<file path="src/rtl/mul_hilo_ctrl.sv">
// Multi-cycle multiply sequencer that owns the HI/LO register pair.
// Define MUL_ACC_EN to build the MADD/MSUB accumulate datapath.
module mul_hilo_ctrl #(
   parameter int MUL_LAT = 2
) (
   input  logic        clk,
   input  logic        resetn,
   input  logic        req_valid,
   input  logic [2:0]  req_op,
   input  logic [31:0] req_a,
   input  logic [31:0] req_b,
   input  logic        flush,
   input  logic [1:0]  hilo_we,
   input  logic [31:0] hilo_wdata,
   output logic        stall_o,
   output logic        done_o,
   output logic        mlu_start,
   output logic        mlu_sign,
   output logic [31:0] mlu_op1,
   output logic [31:0] mlu_op2,
   input  logic [63:0] mlu_result,
   output logic [31:0] hi_o,
   output logic [31:0] lo_o
);

   typedef enum logic [1:0] {
      IDLE = 2'd0,
      CALC = 2'd1,
      WB   = 2'd2
   } state_t;

   localparam logic [2:0] CNT_INIT = 3'(MUL_LAT - 1);

   state_t      state;
   logic [2:0]  cnt;
   logic [31:0] a_q;
   logic [31:0] b_q;
   logic        uns_q;
   logic [63:0] prod;
   logic [31:0] hi;
   logic [31:0] lo;
   logic        start_q;
   logic        accept;
   logic        commit;
   logic [63:0] hilo_nxt;

   assign accept = req_valid & ~flush;
   assign commit = (state == WB) & ~flush;

`ifdef MUL_ACC_EN
   logic [1:0] acc_q;

   always_comb begin
      hilo_nxt = prod;
      case (acc_q)
         2'b01:   hilo_nxt = {hi, lo} + prod;
         2'b10:   hilo_nxt = {hi, lo} - prod;
         default: hilo_nxt = prod;
      endcase
   end
`else
   logic unused_op;

   assign unused_op = ^req_op[2:1];
   assign hilo_nxt  = prod;
`endif

   always_ff @(posedge clk) begin
      if (!resetn) begin
         state   <= IDLE;
         cnt     <= '0;
         a_q     <= '0;
         b_q     <= '0;
         uns_q   <= 1'b0;
         prod    <= '0;
         start_q <= 1'b0;
         hi      <= '0;
         lo      <= '0;
`ifdef MUL_ACC_EN
         acc_q   <= '0;
`endif
      end else begin
         case (state)
            IDLE: begin
               if (accept) begin
                  a_q     <= req_a;
                  b_q     <= req_b;
                  uns_q   <= req_op[0];
`ifdef MUL_ACC_EN
                  acc_q   <= req_op[2:1];
`endif
                  cnt     <= CNT_INIT;
                  start_q <= 1'b1;
                  state   <= CALC;
               end
            end
            CALC: begin
               if (flush) begin
                  start_q <= 1'b0;
                  state   <= IDLE;
               end else if (cnt == 3'd0) begin
                  prod    <= mlu_result;
                  start_q <= 1'b0;
                  state   <= WB;
               end else begin
                  cnt <= cnt - 3'd1;
               end
            end
            WB:      state <= IDLE;
            default: state <= IDLE;
         endcase

         // A committing multiply is younger than any MTHI/MTLO
         if (commit) begin
            {hi, lo} <= hilo_nxt;
         end else begin
            if (hilo_we[1]) hi <= hilo_wdata;
            if (hilo_we[0]) lo <= hilo_wdata;
         end
      end
   end

   assign stall_o   = ((state == IDLE) & accept) | (state == CALC);
   assign done_o    = commit;
   assign mlu_start = start_q;
   assign mlu_sign  = ~uns_q;
   assign mlu_op1   = a_q;
   assign mlu_op2   = b_q;
   assign hi_o      = hi;
   assign lo_o      = lo;

endmodule

</file>
<file path="config.mk">
export PLATFORM = sky130hd
export DESIGN_NAME = mul_hilo_ctrl
export DESIGN_NICKNAME = d
export VERILOG_FILES = /design/src/rtl/mul_hilo_ctrl.sv
export SDC_FILE = /design/constraint.sdc
export NUM_CORES = 1
export LEC_CHECK = 0
export BUFFER_PORTS_ARGS = -buffer_cell sky130_fd_sc_hd__buf_2
export CORE_MARGIN = 2
export CORE_UTILIZATION = 49
export DETAILED_ROUTE_END_ITERATION = 16
export HOLD_SLACK_MARGIN = 0.02
export PLACE_DENSITY = 0.81
export SYNTH_ARGS = -nofsm -noshare
export SYNTH_HDL_FRONTEND = slang
export SYNTH_SLANG_ARGS = --single-unit
</file>
<file path="constraint.sdc">
create_clock -name clk -period 2.1 [get_ports clk]
set_clock_uncertainty 0.05 [all_clocks]
set_input_delay 0.21 -clock clk [delete_from_list [all_inputs] [get_ports clk]]
set_output_delay 0.21 -clock clk [all_outputs]
set_load 0.02 [all_outputs]
</file>
[Word level (Yosys, flattened, before mapping)]
Cells that the tools add are included.
Cells by class
  add/subtract/negate cells: 1
  equal/unequal tests: 6
  muxes and demuxes: 16
  bitwise operators: 6
  reduce and logical (&&, ||, !) cells: 10
Operators by type and width (count)
  $mux W32: 4
  $mux W3: 3
  $mux W2: 3
  $ne A2 B2 Y1 const B: 3
  $pmux W3 S2: 1
  $reduce_and A3 Y1: 2
  $reduce_bool A2 Y1: 3
  $pmux W2 S2: 1
  $reduce_and A2 Y1: 2
  $reduce_and A4 Y1: 1
  $and A1 B1 Y1: 3
  $logic_not A3 Y1: 1
  $mux W1: 3
  $ne A3 B3 Y1 const B: 1
  $sub A3 B1 Y3 const B: 1
  $eq A2 B1 Y1 const B: 1
  $eq A2 B2 Y1 const B: 1
  $logic_not A2 Y1: 1
  $not A1 Y1: 2
  $pmux W1 S2: 1
  $or A1 B1 Y1: 1
Storage, ports and cells
  flip-flop bits (word level): 199
  bits of input ports: 169
  output and inout port bits: 132

[Longest topological paths before layout]
Gate-level depths: netlist (run 1).
  depth in word-level cells: 4
  depth in mapped cells: 8

[Least setup slack after synthesis (run 1)]
Ideal clock, no wire load.
  kind: reg2out
  from: register state[0]
  to: output stall_o
  arrival: 1.399 ns
  required time: 1.840 ns
  path slack: 0.441 ns
  cell stages (with the launch flop): 6
  cell sequence: dfxtp_1 > or4b_1 > clkbuf_1 > buf_6 > buf_6 > nand2_1
Between the ends
  longest elaborated chain between the ends: 3
  elaborated cells between the ends (all ways): 4
RTL lines
  start: declaration: line 34  | state_t state;
  start signal: assignment: line 70  | state <= IDLE;
  start signal: assignment: line 94  | state <= CALC;
  start signal: assignment: line 100  | state <= IDLE;
  $logic_not A2 Y1: line 123  | assign stall_o = ((state == IDLE) & accept) | (state == CALC);
  $and A1 B1 Y1: line 123
  $or A1 B1 Y1 *: line 123
  end: declaration: line 15  | output logic stall_o,
Mark *: on every way between the ends. The rest lies on a longest branch, timed or not.

[Worst setup path after layout (run 1)]
  from: register state[1]
  to: output done_o
Between the ends
  longest elaborated chain between the ends: 2
RTL lines
  $eq A2 B2 Y1: line 48  | assign commit = (state == WB) & ~flush;
  $and A1 B1 Y1: line 48
  end: declaration: line 16  | output logic done_o,
Every way passes these cells.

==> out/results.ini, run 1 <==
[global_routing]
antenna_found_initial = 1
overflow = 0
grt_util_all_layers_pct = 26.64
grt_pass1_wl_mm = 37.69
grt_pass1_vias = 7859
grt_max_degree = 95

[floorplanning]
fp.coreArea_mm2 = 0.01594
io_pins = 301
start_util_pct = 50.19
fp.dieArea_mm2 = 0.01737
die_x_um = 131.8
fp-row-count = 46
die_h_um = 131.8

[worst_setup_path]
cp.arrival_ns = 1.75
worst_setup_path_end_kind = output pin
slowest_delay_ns = 0.58
cp_top_family = simple AND/OR/NAND/NOR gates
path_cells = or3b_4 > inv_1 > buf_2
cp_max_fo = 27
rrSetupSlack_ns = 0.23
crit_path_top_delay_cell = or3b_4
cp.required_ns = 1.84
crit_buf_inv = 2
crit_start = state[1]$_SDFFE_PN0P_
startpoint_type = flop
reg2reg_from = cnt[0]$_SDFFE_PN0P_
crit_type = reg2out

[timing]
fin_ws_ns = 0.09486
timing.final.crit_share_pct = 95.48
setup_viol = 0
finalMaxSlewViolations = 0
slew_headroom_pct = 59.46
final_hold_viol_count = 0
rsz0062_at_grt = no
tightestPinTransition_ns = 0.6069
tns_ns = 0
fmax_mhz = 498.7
post-route-min-period_ns = 2.005

[pwr]
p_leak_nw = 5.767
powerDensity_mw_per_mm2 = 741.1
ir_worst_vdd_uv = 520.4

[final_layout]
seqCellArea_mm2 = 0.003985
multi_input_area_mm2 = 0.003684
area.growth.synth_to_final_pct = 44.02
post_route_cells_drive_above_1_share_pct = 27.42
final_nets = 1438
fill_cells = 1142

[routing]
routedWlPerCell_um = 15.62
route.vias.total = 7608
drt_iter0_drc = 420
ant_nets = 0
drc = 0
dr.pass1.iters = 5
drt-total-wl_mm = 23.40
vias_per_cell = 5.079

[clocking]
clkLatencyLatePin_ns = 0.42
cts.sinks = 199
h-tree-depth = 4
clock_path_buffers = 2
cts_buffers = 17
cts_tree = yes
cts_root_buffer = clkbuf_16
clkTransAtPathRegs_ns = 0.07

[hold_path]
hold_path.class = in2reg
hp-start = req_a[8]

[placement]
io_buffers = 298
hpwl_mm = 13.49
pre_cts_slack_ns = 0.2631
globalplace.congestion = 0.8100

[synth]
ys_ff_latch = 199
synth_nets = 1051
avgSynthCellArea_um2 = 9.093
yosysWarnings = 0
syn_area_mm2 = 0.008001
netlist_instances = 880
ys_types = 24
synth_seq_area_share_pct = 49.79

[outcome]
outcome = complete, no violations

[run]
maxCapViolCount = 0

-- where the power goes --
group	switching, mW	leakage (nW)	internal, mW	total (mW)
Sequential	0.0868	1.63	3.95	4.03
Combinational	0.656	3.86	0.617	1.27
Clock	1.41	0.278	1.83	3.24
Total	2.15	5.77	6.39	8.54
-- cells by family after synthesis --
group,count (synthesis),synth area share [%]
simple gates,338,16.53
flops,199,49.79
compound gates,197,20.58
buf+inv,78,4.535
mux,66,8.256
fa+ha+maj,2,0.3127
-- path summary, 6_finish.rpt --
kind | endpoint | cells past startpoint
setup / recovery | done_o | 3
hold / removal | mlu_op1[8]$_SDFFE_PN0P_ | 3
setup reg to reg | hilo_nxt[31]$_SDFFE_PN0P_ | 7
hold reg to reg | mlu_op2[27]$_SDFFE_PN0P_ | 2
-- state kept, by name (all words and copies together), names as in the netlist --
register and count:
cnt 3, hi_o 32, hilo_nxt 64, lo_o 32, mlu_op1 32, mlu_op2 32
mlu_start 1, state 2, uns_q 1
-- metal layers --
layer  wire (um)  share of wire [%]  vias up  GRT usage [%]
li1            -                  -     3734              -
met1        9119                 39     3549          29.60
met2       12250                 52      251          47.50
met3        1068                4.6       74          5.652
met4         971                4.1        0          14.73
met5           0                  0        -              0
-- synth_stat cells --
cell type	n	area, um^2
nor2_1	2	7.510
mux2i_1	66	660.6
dfxtp_1	199	3984
or4_1	1	7.510
and2_1	2	12.51
clkbuf_1	36	135.1
nand4bb_1	1	11.26
nor4b_1	1	8.760
a21boi_1	47	352.8
o21ai_0	1	5.000
buf_2	32	160.2
or4b_1	1	10.01
a21boi_0	83	623.1
a2111oi_2	1	15.01
or3b_2	2	17.52
buf_6	4	45.04
nand2b_1	1	6.260
o211a_1	65	650.6
inv_1	5	18.77
or3b_1	1	8.760
buf_1	1	3.750
nand2_1	325	1220
and4bb_2	1	12.51
ha_1	2	25.02
-- final cells by class --
class                           instances  share of cell area (%)
Sequential cell                       199                   34.58
Multi-Input combinational cell        603                   31.97
Timing Repair Buffer                  441                   25.82
Clock buffer                           22                   4.028
Tap cell                              216                   2.345
Clock inverter                         10                   1.053
Inverter                                5                  0.1629
Antenna cell                            2                 0.04343
-- cell usage in the layout, fill, tap and decap left out, drive strengths merged, types with 3 or more instances in the layout --
cell type	n
nand2	325
mux2i	66
clkbuf	22
or3b	3
dlygate4sd3	128
dfxtp	199
o211a	65
buf	313
inv	6
clkinv	4
clkinvlp	3
a21boi	130
-- metrics by stage --
stage          cell area, um^2  util [%]  hold slack [ns]  cells  total power [mW]
2_1_floorplan             8001         -           0.2948    880             4.749
3_3_place_gp              9647     60.51           0.3877   1336             5.151
3_5_place_dp              9647     60.51           0.3916   1336             5.173
4_1_cts                  11520     72.25          0.03874   1496             8.578
5_1_grt                  11520     72.27          0.04015   1497             8.890
6_report                 11520     72.28          0.03915   1498             8.540
-- timing repair --
| action | in CTS | in global routing |
|---|---|---|
| endpoints found under the setup margin | 1 | 0 |
| endpoints found under the hold margin | 128 | 0 |
| resized for setup | 2 | 0 |
| hold buffers | 128 | 0 |
| setup buffers | 0 | 0 |
-- worst reg2reg max path: cells and delay by family, from the launching register on --
family | cells | cell delay [ns]
buffers and inverters | 2 | 0.38
AND/OR/NAND/NOR | 2 | 0.43
flip-flops | 1 | 0.31
AO/OA/AOI/OAI | 1 | 0.19
adder cells (fa/ha/maj) | 2 | 0.43
No activity file was read; power rests on OpenSTA's default activity.
==> run 2: changes to the inputs <==
--- a/config.mk
+++ b/config.mk
@@ -6,7 +6,6 @@
 export NUM_CORES = 1
 export LEC_CHECK = 0
 export BUFFER_PORTS_ARGS = -buffer_cell sky130_fd_sc_hd__buf_2
-export CORE_MARGIN = 2
 export CORE_UTILIZATION = 49
 export DETAILED_ROUTE_END_ITERATION = 16
 export HOLD_SLACK_MARGIN = 0.02
==> run 2 against run 1 <==
Net effect:
- sequential power barely moved
- maximum frequency fell by 0.11%
- die area fell by 3.0%
- largest power group unchanged
- clock-buffer cell count fell by 4
==> out/results.ini, run 2 (same netlist as run 1, synthesis figures left out) <==
[hold_path]
hp-start = hilo_wdata[9]
hold_path.class = in2reg
holdPathEnd = lo_o[9]$_SDFFE_PN0P_
whs_path_depth = 4

[global_routing]
grt_pass1_vias = 7457
antenna_found_initial = 3
overflow = 0
grt_pass1_wl_mm = 36.33
grt_max_degree = 101
grt_util_all_layers_pct = 27.82

[timing]
fin_ws_ns = 0.09269
post-route-min-period_ns = 2.007
timing.final.crit_share_pct = 95.59
rsz0062_at_grt = no
slew_headroom_pct = 60.77
fmax_mhz = 498.2
setup_viol = 0
final_hold_viol_count = 0
finalMaxSlewViolations = 0
tns_ns = 0
tightestPinTransition_ns = 0.5874

[worst_setup_path]
cp.arrival_ns = 2.28
reg2reg_depth = 7
crit_type = reg2reg
worst_setup_path_end_kind = flop
cp.required_ns = 2.38
cp_max_fo = 65
reg2reg_from = cnt[0]$_SDFFE_PN0P_
r2r_end = hilo_nxt[63]$_SDFFE_PN0P_
startpoint_type = flop
rrSetupSlack_ns = 0.09

[pwr]
p_leak_nw = 5.779
ir_worst_vdd_uv = 523.5
powerDensity_mw_per_mm2 = 738.6

[clocking]
cts_root_buffer = clkbuf_16
clkLatencyLatePin_ns = 0.42
clkTransAtPathRegs_ns = 0.07
cts_buffers = 17
cts_setup_buffers = 0
h-tree-depth = 4
clock_path_buffers = 2
cts_tree = yes
cts.sinks = 199

[floorplanning]
fp.dieArea_mm2 = 0.01684
start_util_pct = 50.37
die_x_um = 129.8
die_h_um = 129.8
fp.coreArea_mm2 = 0.01589
io_pins = 301
fp-row-count = 46

[placement]
io_buffers = 298
globalplace.congestion = 0.8075
pre_cts_slack_ns = 0.2584
hpwl_mm = 13.10

[routing]
drt_iter0_drc = 477
vias_per_cell = 5.092
dr.pass1.iters = 5
route.vias.total = 7633
drc = 0
ant_nets = 0
drt-total-wl_mm = 23.68
routedWlPerCell_um = 15.80

[final_layout]
fill_cells = 1145
post_route_cells_drive_above_1_share_pct = 27.58
largest_register_ff_count = 64
final_common_cell = nand2_1
area.growth.synth_to_final_pct = 44.32
final_cell_mix = 325 x nand2_1, 297 x buf_2, 198 x dfxtp_1
final_nets = 1438

[outcome]
outcome = complete, no violations

[run]
maxCapViolCount = 0

run 2: timing repair:
| action | 4_1_cts | 5_1_grt |
|---|---|---|
| endpoints found under the hold margin | 129 | 0 |
| endpoints found under the setup margin | 1 | 0 |
| hold buffers | 129 | 0 |
| resized for setup | 2 | 0 |
run 2: how the worst max path moves through the flow:
stage	end	slack (ns)	cells past startpoint	start
after floorplan	stall_o	0.44	5	state[0]$_SDFFE_PN0P_
after global placement	cnt[1]$_SDFFE_PN0P_	0.30	5	cnt[0]$_SDFFE_PN0P_
after detailed placement	cnt[2]$_SDFFE_PN0P_	0.26	5	cnt[0]$_SDFFE_PN0P_
after CTS	done_o	0.09	3	state[1]$_SDFFE_PN0P_
after global routing	hilo_nxt[63]$_SDFFE_PN0P_	0.02	7	cnt[0]$_SDFFE_PN0P_
final	hilo_nxt[63]$_SDFFE_PN0P_	0.09	7	cnt[0]$_SDFFE_PN0P_
run 2: metal layers:
layer	track usage (%)	routed length (um)
met1	30.62	9457
met2	48.44	11950
met3	5.863	1108
met4	18.67	1168
met5	0	0
run 2: cell type report:
class	instances	area, um^2	area share (%)
Antenna cell	3	7.507	0.06501
Clock buffer	18	439.2	3.803
Clock inverter	14	140.1	1.214
Inverter	5	18.77	0.1625
Multi-Input combinational cell	603	3684	31.90
Sequential cell	199	3985	34.51
Tap cell	216	270.3	2.340
Timing Repair Buffer	441	3003	26.01
run 2: worst max-delay path: stages (launching register included):
cell and delay [ns]:
dfxtp_1 0.32, inv_1 0.08, ha_1 0.16, ha_1 0.29, and4bb_2 0.30, buf_12 0.27
nand2_1 0.12, a21boi_0 0.25
run 2: power by group:
group / total (mW) / switching (mW) / internal, mW
combinational: 1.28 / 0.664 / 0.620
clock: 3.21 / 1.51 / 1.71
sequential: 4.03 / 0.0880 / 3.94
total: 8.53 / 2.26 / 6.27
run 2: metrics by stage:
| stage | std cells | power (mW) | area (um^2) | util [%] | hold WS, ns |
|---|---|---|---|---|---|
| global route | 1499 | 8.865 | 11550 | 72.69 | 0.1003 |
| global placement | 1335 | 5.152 | 9664 | 60.84 | 0.3880 |
| finish | 1499 | 8.529 | 11550 | 72.69 | 0.09646 |
| floorplan | 880 | 4.749 | 8001 | - | 0.2948 |
| CTS | 1496 | 8.562 | 11540 | 72.64 | 0.07694 |
| detailed placement | 1335 | 5.172 | 9664 | 60.84 | 0.3915 |
